<file path="src/rtl/cpu_sequencer_pkg.sv">
// Shared types and constants for the accumulator CPU sequencer.
// Opcode map, FSM state encoding and the decoded-instruction bundle.
package cpu_sequencer_pkg;

    localparam int ADDR_W_DEF = 12;
    localparam int DATA_W_DEF = 16;

    localparam logic [3:0] OP_NOP = 4'h0;
    localparam logic [3:0] OP_LDA = 4'h1;
    localparam logic [3:0] OP_STA = 4'h2;
    localparam logic [3:0] OP_NAD = 4'h3;
    localparam logic [3:0] OP_SHR = 4'h4;
    localparam logic [3:0] OP_SHL = 4'h5;
    localparam logic [3:0] OP_JMP = 4'h6;
    localparam logic [3:0] OP_JZ  = 4'h7;
    localparam logic [3:0] OP_LDI = 4'h8;
    localparam logic [3:0] OP_HLT = 4'hF;

    // ALU strobe vector order: {nad, shr, shl, read}
    localparam logic [3:0] CTL_NAD  = 4'b1000;
    localparam logic [3:0] CTL_SHR  = 4'b0100;
    localparam logic [3:0] CTL_SHL  = 4'b0010;
    localparam logic [3:0] CTL_READ = 4'b0001;

    typedef enum logic [2:0] {
        S_RST,
        S_FETCH,
        S_DECODE,
        S_OPRD,
        S_EXEC,
        S_WR,
        S_HALT
    } state_e;

    typedef enum logic [2:0] {
        CL_NOP,
        CL_LDA,
        CL_STA,
        CL_ALU,
        CL_JMP,
        CL_JZ,
        CL_LDI,
        CL_HLT
    } op_class_e;

    typedef struct packed {
        op_class_e  cls;
        logic       need_opnd;
        logic       is_store;
        logic       is_halt;
        logic       illegal;
        logic [3:0] ctl;
    } dec_t;

endpackage

</file>
<file path="src/rtl/cpu_sequencer_if.sv">
// Word-addressed req/ready memory port between the sequencer and memory.
// Request side holds addr/we/wdata stable until ready is seen.
interface cpu_sequencer_if #(
    parameter int ADDR_W = 12,
    parameter int DATA_W = 16
);
    logic              req;
    logic              we;
    logic [ADDR_W-1:0] addr;
    logic [DATA_W-1:0] wdata;
    logic [DATA_W-1:0] rdata;
    logic              ready;

    modport master (
        output req, we, addr, wdata,
        input  rdata, ready
    );

    modport slave (
        input  req, we, addr, wdata,
        output rdata, ready
    );
endinterface

</file>
<file path="src/rtl/cpu_sequencer_instr_decode.sv">
// Combinational opcode decoder: class, operand/store/halt flags and
// the one-hot ALU strobe vector used while executing or storing.
module cpu_sequencer_instr_decode
    import cpu_sequencer_pkg::*;
(
    input  logic [3:0] op_i,
    output dec_t       dec_o
);

    always_comb begin
        dec_o.cls       = CL_NOP;
        dec_o.need_opnd = 1'b0;
        dec_o.is_store  = 1'b0;
        dec_o.is_halt   = 1'b0;
        dec_o.illegal   = 1'b0;
        dec_o.ctl       = '0;
        unique case (op_i)
            OP_NOP: ;
            OP_LDA: begin
                dec_o.cls       = CL_LDA;
                dec_o.need_opnd = 1'b1;
            end
            OP_STA: begin
                dec_o.cls      = CL_STA;
                dec_o.is_store = 1'b1;
                dec_o.ctl      = CTL_READ;
            end
            OP_NAD: begin
                dec_o.cls       = CL_ALU;
                dec_o.need_opnd = 1'b1;
                dec_o.ctl       = CTL_NAD;
            end
            OP_SHR: begin
                dec_o.cls = CL_ALU;
                dec_o.ctl = CTL_SHR;
            end
            OP_SHL: begin
                dec_o.cls = CL_ALU;
                dec_o.ctl = CTL_SHL;
            end
            OP_JMP: dec_o.cls = CL_JMP;
            OP_JZ:  dec_o.cls = CL_JZ;
            OP_LDI: dec_o.cls = CL_LDI;
            OP_HLT: begin
                dec_o.cls     = CL_HLT;
                dec_o.is_halt = 1'b1;
            end
            default: begin
                dec_o.cls     = CL_HLT;
                dec_o.is_halt = 1'b1;
                dec_o.illegal = 1'b1;
            end
        endcase
    end

endmodule

</file>
<file path="src/rtl/cpu_sequencer.sv">
// Multi-cycle fetch/decode/execute sequencer for the 16-bit accumulator CPU.
// Owns PC/IR/OPND/ACC, drives the sibling ALU and the memory port.
module cpu_sequencer
    import cpu_sequencer_pkg::*;
#(
    parameter int                ADDR_W   = ADDR_W_DEF,
    parameter int                DATA_W   = DATA_W_DEF,
    parameter logic [ADDR_W-1:0] RESET_PC = '0
) (
    input  logic              clk,
    input  logic              rst_n,
    cpu_sequencer_if.master   mem,
    output logic [DATA_W-1:0] acc_data,
    output logic [DATA_W-1:0] mem_data,
    output logic [DATA_W-1:0] arg_data,
    output logic              ctl_nad,
    output logic              ctl_shr,
    output logic              ctl_shl,
    output logic              ctl_read,
    input  logic [DATA_W-1:0] alu_result,
    input  logic              alu_is_zero,
    output logic              halted,
    output logic              illegal
);

    state_e            state_q;
    logic [ADDR_W-1:0] pc_q, pc_d, addr_q;
    logic [DATA_W-1:0] ir_q, opnd_q, acc_q;
    logic              req_q, we_q, halted_q, illegal_q;
    logic [3:0]        ctl_q;
    logic [ADDR_W-1:0] ir_addr;
    dec_t              dec;

    assign ir_addr = ir_q[ADDR_W-1:0];

    cpu_sequencer_instr_decode u_instr_decode (
        .op_i  (ir_q[DATA_W-1 -: 4]),
        .dec_o (dec)
    );

    // Branch target resolved in EXEC; also the next fetch address.
    always_comb begin
        pc_d = pc_q;
        if (dec.cls == CL_JMP || (dec.cls == CL_JZ && alu_is_zero))
            pc_d = ir_addr;
    end

    always_ff @(posedge clk or negedge rst_n) begin
        if (!rst_n) begin
            state_q   <= S_RST;
            pc_q      <= RESET_PC;
            ir_q      <= '0;
            opnd_q    <= '0;
            acc_q     <= '0;
            req_q     <= 1'b0;
            we_q      <= 1'b0;
            addr_q    <= '0;
            ctl_q     <= '0;
            halted_q  <= 1'b0;
            illegal_q <= 1'b0;
        end else begin
            unique case (state_q)
                S_RST: begin
                    state_q <= S_FETCH;
                    req_q   <= 1'b1;
                    we_q    <= 1'b0;
                    addr_q  <= pc_q;
                end
                S_FETCH: if (mem.ready) begin
                    ir_q    <= mem.rdata;
                    pc_q    <= pc_q + ADDR_W'(1);
                    req_q   <= 1'b0;
                    state_q <= S_DECODE;
                end
                S_DECODE: begin
                    if (dec.is_halt) begin
                        state_q   <= S_HALT;
                        halted_q  <= 1'b1;
                        illegal_q <= dec.illegal;
                    end else if (dec.need_opnd) begin
                        state_q <= S_OPRD;
                        req_q   <= 1'b1;
                        we_q    <= 1'b0;
                        addr_q  <= ir_addr;
                    end else if (dec.is_store) begin
                        state_q <= S_WR;
                        req_q   <= 1'b1;
                        we_q    <= 1'b1;
                        addr_q  <= ir_addr;
                        ctl_q   <= dec.ctl;
                    end else begin
                        state_q <= S_EXEC;
                        ctl_q   <= dec.ctl;
                    end
                end
                S_OPRD: if (mem.ready) begin
                    opnd_q  <= mem.rdata;
                    req_q   <= 1'b0;
                    ctl_q   <= dec.ctl;
                    state_q <= S_EXEC;
                end
                S_EXEC: begin
                    unique case (dec.cls)
                        CL_ALU:  acc_q <= alu_result;
                        CL_LDA:  acc_q <= opnd_q;
                        CL_LDI:  acc_q <= arg_data;
                        default: ;
                    endcase
                    pc_q    <= pc_d;
                    ctl_q   <= '0;
                    req_q   <= 1'b1;
                    we_q    <= 1'b0;
                    addr_q  <= pc_d;
                    state_q <= S_FETCH;
                end
                S_WR: if (mem.ready) begin
                    ctl_q   <= '0;
                    we_q    <= 1'b0;
                    req_q   <= 1'b1;
                    addr_q  <= pc_q;
                    state_q <= S_FETCH;
                end
                S_HALT: ;
                default: state_q <= S_RST;
            endcase
        end
    end

    assign mem.req   = req_q;
    assign mem.we    = we_q;
    assign mem.addr  = addr_q;
    assign mem.wdata = we_q ? alu_result : '0;

    assign acc_data = acc_q;
    assign mem_data = opnd_q;
    assign arg_data = {{(DATA_W-ADDR_W){1'b0}}, ir_addr};

    assign {ctl_nad, ctl_shr, ctl_shl, ctl_read} = ctl_q;
    assign halted  = halted_q;
    assign illegal = illegal_q;

endmodule

</file>
<file path="src/flat_wrapper.sv">
// flat-port wrapper written by rule: the top's interface ports become plain ports
module cpu_sequencer_flat import cpu_sequencer_pkg::*;
#(
    parameter int                ADDR_W   = ADDR_W_DEF,
    parameter int                DATA_W   = DATA_W_DEF,
    parameter logic [ADDR_W-1:0] RESET_PC = '0
)
  (clk, rst_n, acc_data, mem_data, arg_data, ctl_nad, ctl_shr, ctl_shl, ctl_read, alu_result, alu_is_zero, halted, illegal, mem_req, mem_we, mem_addr, mem_wdata, mem_rdata, mem_ready);
  cpu_sequencer_if #(.ADDR_W(ADDR_W), .DATA_W(DATA_W)) mem_i ();
  input  logic clk;
  input  logic rst_n;
  output logic [DATA_W-1:0] acc_data;
  output logic [DATA_W-1:0] mem_data;
  output logic [DATA_W-1:0] arg_data;
  output logic ctl_nad;
  output logic ctl_shr;
  output logic ctl_shl;
  output logic ctl_read;
  input  logic [DATA_W-1:0] alu_result;
  input  logic alu_is_zero;
  output logic halted;
  output logic illegal;
  output wire logic [$bits(mem_i.req)-1:0] mem_req;
  output wire logic [$bits(mem_i.we)-1:0] mem_we;
  output wire logic [$bits(mem_i.addr)-1:0] mem_addr;
  output wire logic [$bits(mem_i.wdata)-1:0] mem_wdata;
  input wire logic [$bits(mem_i.rdata)-1:0] mem_rdata;
  input wire logic [$bits(mem_i.ready)-1:0] mem_ready;
  assign mem_req = mem_i.req;
  assign mem_we = mem_i.we;
  assign mem_addr = mem_i.addr;
  assign mem_wdata = mem_i.wdata;
  assign mem_i.rdata = mem_rdata;
  assign mem_i.ready = mem_ready;
  cpu_sequencer #(.ADDR_W(ADDR_W), .DATA_W(DATA_W), .RESET_PC(RESET_PC)) u_core (.clk(clk), .rst_n(rst_n), .mem(mem_i), .acc_data(acc_data), .mem_data(mem_data), .arg_data(arg_data), .ctl_nad(ctl_nad), .ctl_shr(ctl_shr), .ctl_shl(ctl_shl), .ctl_read(ctl_read), .alu_result(alu_result), .alu_is_zero(alu_is_zero), .halted(halted), .illegal(illegal));
endmodule
</file>
<file path="config.mk">
export PLATFORM = sky130hd
export DESIGN_NAME = cpu_sequencer_flat
export DESIGN_NICKNAME = d
export VERILOG_FILES = /design/src/rtl/cpu_sequencer_pkg.sv /design/src/rtl/cpu_sequencer_if.sv /design/src/rtl/cpu_sequencer_instr_decode.sv /design/src/rtl/cpu_sequencer.sv /design/src/flat_wrapper.sv
export SDC_FILE = /design/constraint.sdc
export NUM_CORES = 1
export LEC_CHECK = 0
export ABC_AREA = 1
export CORE_MARGIN = 1
export CORE_UTILIZATION = 44
export CTS_CLUSTER_SIZE = 16
export DETAILED_ROUTE_END_ITERATION = 10
export PLACE_DENSITY_LB_ADDON = 0.05
export SKIP_LAST_GASP = 1
export SYNTH_ARGS = -nofsm -noshare
export SYNTH_HDL_FRONTEND = slang
export SYNTH_SLANG_ARGS = --single-unit
</file>
<file path="constraint.sdc">
create_clock -name clk -period 1.3 [get_ports clk]
set_input_delay 0.195 -clock clk [delete_from_list [all_inputs] [get_ports clk]]
set_output_delay 0.195 -clock clk [all_outputs]
set_load 0.02 [all_outputs]
</file>
==> flow_metrics.env, run 1 <==
export IMPL_outcome="finished, violations left"
export IMPL_violations="negative setup slack"
export IMPL_cap_violations=0
export IMPL_vdd_ir_drop_max_mv=0.529
export IMPL_power_total_mw=5.67
export IMPL_num_nets_final=883
export IMPL_timing_final_crit_period_ns=1.61
export IMPL_postSynth_asyncResetShare_pct=100
export IMPL_timing_worst_setup_path_type="reg -> reg"
export IMPL_synth_top_cell_area_share_pct=45.3
export IMPL_synth_area_leader_cell="dfrtp_1"
export IMPL_cp_end_kind="flop"
export IMPL_cts_max_path_buffers=2
export IMPL_pnr_worst_setup_slack_ns=-0.308
export IMPL_die_height_um=104
export IMPL_crit_buf_inv=3
export IMPL_grt_setup_unrepaired="true"
export IMPL_cell_area_after_synthesis_sq_um=4580
export IMPL_power_density_cell_area_nw_per_um2=707
export IMPL_timing_critical_path_cells="buf_6, nor2_4, buf_6, nand2_4, nand2_4, nand3_4, buf_6, nor2_2, a21oi_1"
export IMPL_cpPeakStageDelay_ns=0.45
export IMPL_cts_tree="done"
export IMPL_cts_htree_levels=3
export IMPL_finalWirelength_mm=17.0
export IMPL_worst_setup_path_startpoint="u_core.ir_q[15]"
export IMPL_ys_ff_latch=83
export IMPL_boundaryPins=120
export IMPL_fin_area_sq_um=8020
export IMPL_yosys_most_used_dff="dfrtp_1"
export IMPL_pin_count_of_the_biggest_net_entering_global_routing=41
export IMPL_first_global_vias=4815
export IMPL_finalCritPeriodShare_pct=124
export IMPL_placedCellCount=920
export IMPL_synth_enable_flop_cells=0
export IMPL_core_area_sq_um=9950
export IMPL_hpwlAfterDp_mm=9.92
export IMPL_drc_errors=0
export IMPL_final_hold_violation_count=0
export IMPL_path_common_cell="buf_6"
export IMPL_drive_gt1_share_pct=46.1
export IMPL_holdCritPathClass="in -> async"
export IMPL_grt_antenna_before_repair=0
export IMPL_die_area_sq_um=10800
export IMPL_fin_skew_ns=0.0114
export IMPL_worstPathArrival_ns=1.84
export IMPL_ys_types=30
export IMPL_largest_cells_by_area_after_synthesis="dfrtp_1 (45%), nand2_1 (16%), nand3_1 (7.2%), nor2_1 (4.7%), inv_1 (4.5%)"
export IMPL_timing_critical_path_from_type="flop"
export IMPL_detailed_place_area_sq_um=6450
export IMPL_detail_route_first_pass_iterations=5
export IMPL_synth_warning_count=0
export IMPL_clock_fmax_ghz=0.622
export IMPL_critical_path_slowest_cell="dfrtp_2"
export IMPL_die_width_um=104
export IMPL_post_synth_inst_count=627
export IMPL_largest_delay_contributor_family_on_the_critical_path="simple AND/OR/NAND/NOR gates"
export IMPL_total_negative_setup_slacks_ns=-16.26
export IMPL_drt_antenna_violating_nets=0
export IMPL_route_detailed_vias_per_inst=5.32
export IMPL_port_buffer_count=115
export IMPL_routed_wire_length_per_instance_um=17.2
export IMPL_setup_violations=94
export IMPL_stdcell_count=984
export IMPL_grt_pass1_wl_mm=23.9
export IMPL_antenna_diode_count=0
export IMPL_area_delta_synth_final_pct=74.9
export IMPL_synth_sequential_area_ratio_pct=45.3
export IMPL_first_iter_violations=340
export IMPL_std_cell_rows=36
export IMPL_cts_sinks=83
export IMPL_global_route_overflow_total=0
export IMPL_critPathRequiredTime_ns=1.54
export IMPL_utilization_pct=80.5
export IMPL_finalWeightedCongestion=0.972
export IMPL_timing_rr_start="u_core.ir_q[15]"
export IMPL_leakagePower_nw=3.99
export IMPL_numCtsBuffers=9
export IMPL_floorplan_initialDensity_pct=46.1
export IMPL_drv_slew=0
export IMPL_global_route_usage_total_pct=27.5
export IMPL_most_frequent_cell_after_synthesis="nand2_1"
export IMPL_clock_root_buffer="clkbuf_8"
export IMPL_mean_post_synth_cell_area_sq_um=7.31
export IMPL_clk_transition_reported_paths_ns=0.10
export IMPL_n_fill_cell=618
export IMPL_yosys_top_cells_count="nand2_1 (200), dfrtp_1 (83), nand3_1 (66)"
export IMPL_via_count=5236
export IMPL_clk_latency_ns=0.36
export IMPL_path_max_fanout=6
==> layout make-up <==
cell class	count	area (sq um)	share of cell area, %
Multi-Input combinational cell	440	2790	34.8
Inverter	64	270	3.37
Sequential cell	83	2090	26.0
Clock inverter	6	95.1	1.19
Clock buffer	10	138	1.72
Tap cell	133	166	2.08
Timing Repair Buffer	248	2470	30.8
==> cells in the final DEF (no fill, tap or decap), types with 4 or more instances in the layout <==
master             n
clkbuf_8          10
inv_1             36
dfrtp_1           76
nor2_2            13
a21oi_2           20
dfrtp_2            7
inv_4              5
clkdlybuf4s50_1   34
o21ai_2           16
clkbuf_16          4
nand3_2           14
o21ai_1           25
a21oi_1            6
inv_2             20
inv_6              4
mux2_4             8
buf_8              6
nor2_4            24
buf_4             84
dlygate4sd2_1     24
nand2_4           32
nand2_1          133
nand4_1            4
conb_1             4
nand2_2           37
clkdlybuf4s15_1   20
nor2_1            30
o21ai_0            5
nand3_1           51
buf_12            13
buf_6             40
clkbuf_2          19
==> kinds of logic after synthesis <==
| group | after synthesis | share of synthesized area [%] |
|---|---|---|
| simple gates | 344 | 31.7 |
| buf+inv | 107 | 10.9 |
| flops | 83 | 45.3 |
| compound gates | 80 | 9.17 |
| mux | 10 | 2.46 |
| fa+ha+maj | 1 | 0.273 |
| other cells | 1 | 0.0818 |
| xor+xnor | 1 | 0.191 |
==> report_power, final <==
group          leakage [nW]  switching, mW  internal, mW  total [mW]
Combinational          2.88          0.429         0.358       0.788
Sequential             1.00         0.0591          2.62        2.68
Clock                 0.117           1.04          1.16        2.20
==> per-stage QoR <==
stage	hold WS, ns	setup WS (ns)
2_1_floorplan	-0.101	-0.0763
3_3_place_gp	0.107	-0.328
3_5_place_dp	0.114	-0.393
4_1_cts	0.274	-0.216
5_1_grt	0.282	-0.350
6_report	0.270	-0.308
==> timing repair <==
action,4_1_cts,5_1_grt
pin swaps,17,46
cloned,5,5
gates resized for setup,247,301
buffers inserted,24,16
setup endpoints to repair,161,137
hold buffers,1,0
endpoints found under the hold margin,20,0
==> metal layers <==
layer	routed length [um]	global-route usage [%]
met5	0	0
met4	377	8.16
met3	1050	3.76
met2	8710	47.4
met1	6830	35.8
==> registers in the layout, indices dropped and copies added, names as in the netlist <==
name             cells
u_core.mem.we        1
u_core.ctl_q         4
u_core.mem_data     16
u_core.ir_q         16
u_core.illegal       1
u_core.halted        1
u_core.mem.req       1
u_core.mem.addr     12
u_core.acc_data     16
u_core.state_q       3
u_core.pc_q         12
==> path summary, 6_finish.rpt <==
path | end | slack, ns | depth (start not counted)
min | u_core.acc_data[12] | 0.27 | 2
min reg2reg | u_core.acc_data[8] | 0.47 | 2
min in group clk | u_core.ir_q[13] | 0.43 | 3
max reg2reg | u_core.mem.addr[10] | -0.31 | 9
max in group asynchronous | u_core.mem.we | 0.48 | 3
max | u_core.mem.addr[10] | -0.31 | 9
Note: power is estimated with default switching activity, not from simulation.
==> inputs of run 2 (changes only) <==
--- a/config.mk
+++ b/config.mk
@@ -8,7 +8,7 @@
 export ABC_AREA = 1
 export CORE_MARGIN = 1
 export CORE_UTILIZATION = 44
-export CTS_CLUSTER_SIZE = 16
+export CTS_CLUSTER_SIZE = 40
 export DETAILED_ROUTE_END_ITERATION = 10
 export PLACE_DENSITY_LB_ADDON = 0.05
 export SKIP_LAST_GASP = 1
==> results of run 2 <==
No change in the layout: final DEF, timing and power equal those of run 1.
==> inputs of run 3 (changes only) <==
--- a/config.mk
+++ b/config.mk
@@ -11,6 +11,7 @@
 export CTS_CLUSTER_SIZE = 40
 export DETAILED_ROUTE_END_ITERATION = 10
 export PLACE_DENSITY_LB_ADDON = 0.05
+export SKIP_CTS_REPAIR_TIMING = 1
 export SKIP_LAST_GASP = 1
 export SYNTH_ARGS = -nofsm -noshare
 export SYNTH_HDL_FRONTEND = slang
==> run 3 against run 2 <==
  * The flow still finishes with violations (negative setup slack)
  * Via count is 2.5% lower
  * Flip-flop and latch count stayed put
  * Critical path depth increased by 1
  * Register-to-register slack hardly changed
  * Power down 0.31%
  * Worst hold slack worse by 0.0021 ns
  * Fmax grew 0.33%
  * Highest routed layer unchanged
==> flow_metrics.env, run 3 (synthesized netlist as in run 1, its figures left out) <==
export IMPL_grt_antenna_before_repair=0
export IMPL_floorplan_initialDensity_pct=46.1
export IMPL_route_detailed_vias_per_inst=5.28
export IMPL_setup_violations=100
export IMPL_cap_violations=0
export IMPL_timing_critical_path_cells="buf_6, inv_2, o211ai_1, buf_4, buf_8, nand2_2, nand3_2, nand2_1, nand2_1, nand2_1"
export IMPL_timing_worst_setup_path_type="reg -> reg"
export IMPL_place_worst_setup_slack_ns=-0.393
export IMPL_num_nets_final=866
export IMPL_pnr_worst_setup_slack_ns=-0.303
export IMPL_die_area_sq_um=10800
export IMPL_cpPeakStageDelay_ns=0.48
export IMPL_drv_slew=0
export IMPL_core_area_sq_um=9950
export IMPL_detail_route_first_pass_iterations=5
export IMPL_cp_depth=10
export IMPL_first_iter_violations=267
export IMPL_rr_worst_depth=10
export IMPL_drc_errors=0
export IMPL_die_width_um=104
export IMPL_global_route_usage_total_pct=25.0
export IMPL_pin_count_of_the_biggest_net_entering_global_routing=41
export IMPL_timing_critical_path_from_type="flop"
export IMPL_cp_endpoint="u_core.pc_q[5]"
export IMPL_cp_end_kind="flop"
export IMPL_routed_wire_length_per_instance_um=16.9
export IMPL_clk_transition_reported_paths_ns=0.10
export IMPL_drt_antenna_violating_nets=0
export IMPL_finalCritPeriodShare_pct=123
export IMPL_numCtsBuffers=9
export IMPL_clk_latency_ns=0.36
export IMPL_cts_max_path_buffers=2
export IMPL_r2r_end="u_core.pc_q[5]"
export IMPL_cts_tree="done"
export IMPL_vdd_ir_drop_max_mv=0.639
export IMPL_std_cell_rows=36
export IMPL_violations="negative setup slack"
export IMPL_first_global_vias=4499
export IMPL_final_common_cell="nand2_1"
export IMPL_via_count=5105
export IMPL_timing_final_crit_period_ns=1.60
export IMPL_die_height_um=104
export IMPL_largest_delay_contributor_family_on_the_critical_path="buffers and inverters"
export IMPL_critical_path_slowest_cell="dfrtp_2"
export IMPL_critPathRequiredTime_ns=1.55
export IMPL_cts_sinks=83
export IMPL_clock_fmax_ghz=0.624
export IMPL_power_density_cell_area_nw_per_um2=692
export IMPL_worst_setup_path_startpoint="u_core.ir_q[12]"
export IMPL_utilization_pct=82.0
export IMPL_final_hold_violation_count=0
export IMPL_worstPathArrival_ns=1.85
export IMPL_hpwlAfterDp_mm=9.92
export IMPL_grt_pass1_wl_mm=22.0
export IMPL_global_route_overflow_total=0
export IMPL_grt_setup_unrepaired="true"
export IMPL_cts_htree_levels=3
export IMPL_area_delta_synth_final_pct=78.1
export IMPL_timing_rr_start="u_core.ir_q[12]"
export IMPL_boundaryPins=120
export IMPL_drive_gt1_share_pct=41.5
export IMPL_path_max_fanout=5
export IMPL_holdCritPathClass="in -> async"
export IMPL_clock_root_buffer="clkbuf_8"
export IMPL_antenna_diode_count=0
export IMPL_leakagePower_nw=4.61
export IMPL_most_used_cells_in_the_layout_excluding_fill_and_tap_cells="nand2_1 (133), dfrtp_1 (77), buf_4 (73)"
export IMPL_finalWirelength_mm=16.4
export IMPL_path_common_cell="nand2_1"
export IMPL_outcome="finished, violations left"
export IMPL_port_buffer_count=115
export IMPL_finalWeightedCongestion=0.972
export IMPL_fin_skew_ns=0.0139
export IMPL_register_to_register_setup_slack_ns=-0.30
export IMPL_crit_buf_inv=4
==> run 3: cell types whose count changed in the layout (fill, tap and decap cells not counted), moves of 3 or more <==
cell / previous run / this run
buf_16: 3 / 0
buf_4: 84 / 73
buf_6: 40 / 34
clkbuf_16: 4 / 7
clkbuf_2: 19 / 0
clkdlybuf4s15_1: 20 / 0
dlygate4sd2_1: 24 / 0
dlymetal6s2s_1: 0 / 64
nand3_1: 51 / 54
nand3_2: 14 / 8
nand3_4: 3 / 6
nor2_1: 30 / 34
nor2_2: 13 / 8
==> run 3: power breakdown <==
part | switching (mW) | internal (mW) | leakage, nW
sequential | 0.0603 | 2.62 | 1.00
clock | 1.04 | 1.16 | 0.117
combinational | 0.420 | 0.353 | 3.49
==> run 3: area by class of cell <==
cell class / instances / area [sq um]
fillers: 575 / 1790
clock buffers: 10 / 138
well taps: 133 / 166
flip-flops and latches: 83 / 2080
inverters: 64 / 265
repair buffers: 231 / 2590
clock inverters: 6 / 95.1
multi-input cells: 440 / 2820
==> run 3: how the worst min path moves through the flow <==
stage                from                   to  slack, ns  cells after the start
floorplan           rst_n   u_core.acc_data[0]      -0.10                      0
detailed placement  rst_n  u_core.acc_data[12]       0.11                      1
global placement    rst_n  u_core.acc_data[12]       0.11                      1
global route        rst_n  u_core.acc_data[12]       0.28                      2
CTS                 rst_n  u_core.acc_data[12]      -0.27                      1
finish              rst_n  u_core.acc_data[12]       0.27                      2
==> run 3: routing by layer <==
| layer | up-vias | routed length [um] | share of wire (%) | global-route usage [%] |
|---|---|---|---|---|
| li1 | 2388 | - | - | - |
| met1 | 2437 | 6620 | 40 | 35.2 |
| met2 | 234 | 8300 | 51 | 40.3 |
| met3 | 46 | 1030 | 6.3 | 3.88 |
| met4 | 0 | 425 | 2.6 | 6.63 |
| met5 | - | 0 | 0 | 0 |
==> run 3: per-stage QoR <==
step           total power, mW  instance area [sq um]  TNS [ns]  hold slack (ns)  instances
2_1_floorplan             2.99                   4720     -2.08           -0.101        630
3_3_place_gp              3.33                   6450    -20.12            0.107        920
3_5_place_dp              3.34                   6450    -21.70            0.114        920
4_1_cts                   5.49                   6680    -35.97           -0.271        936
5_1_grt                   5.84                   8160    -22.83            0.284        967
6_report                  5.65                   8160    -18.05            0.268        967
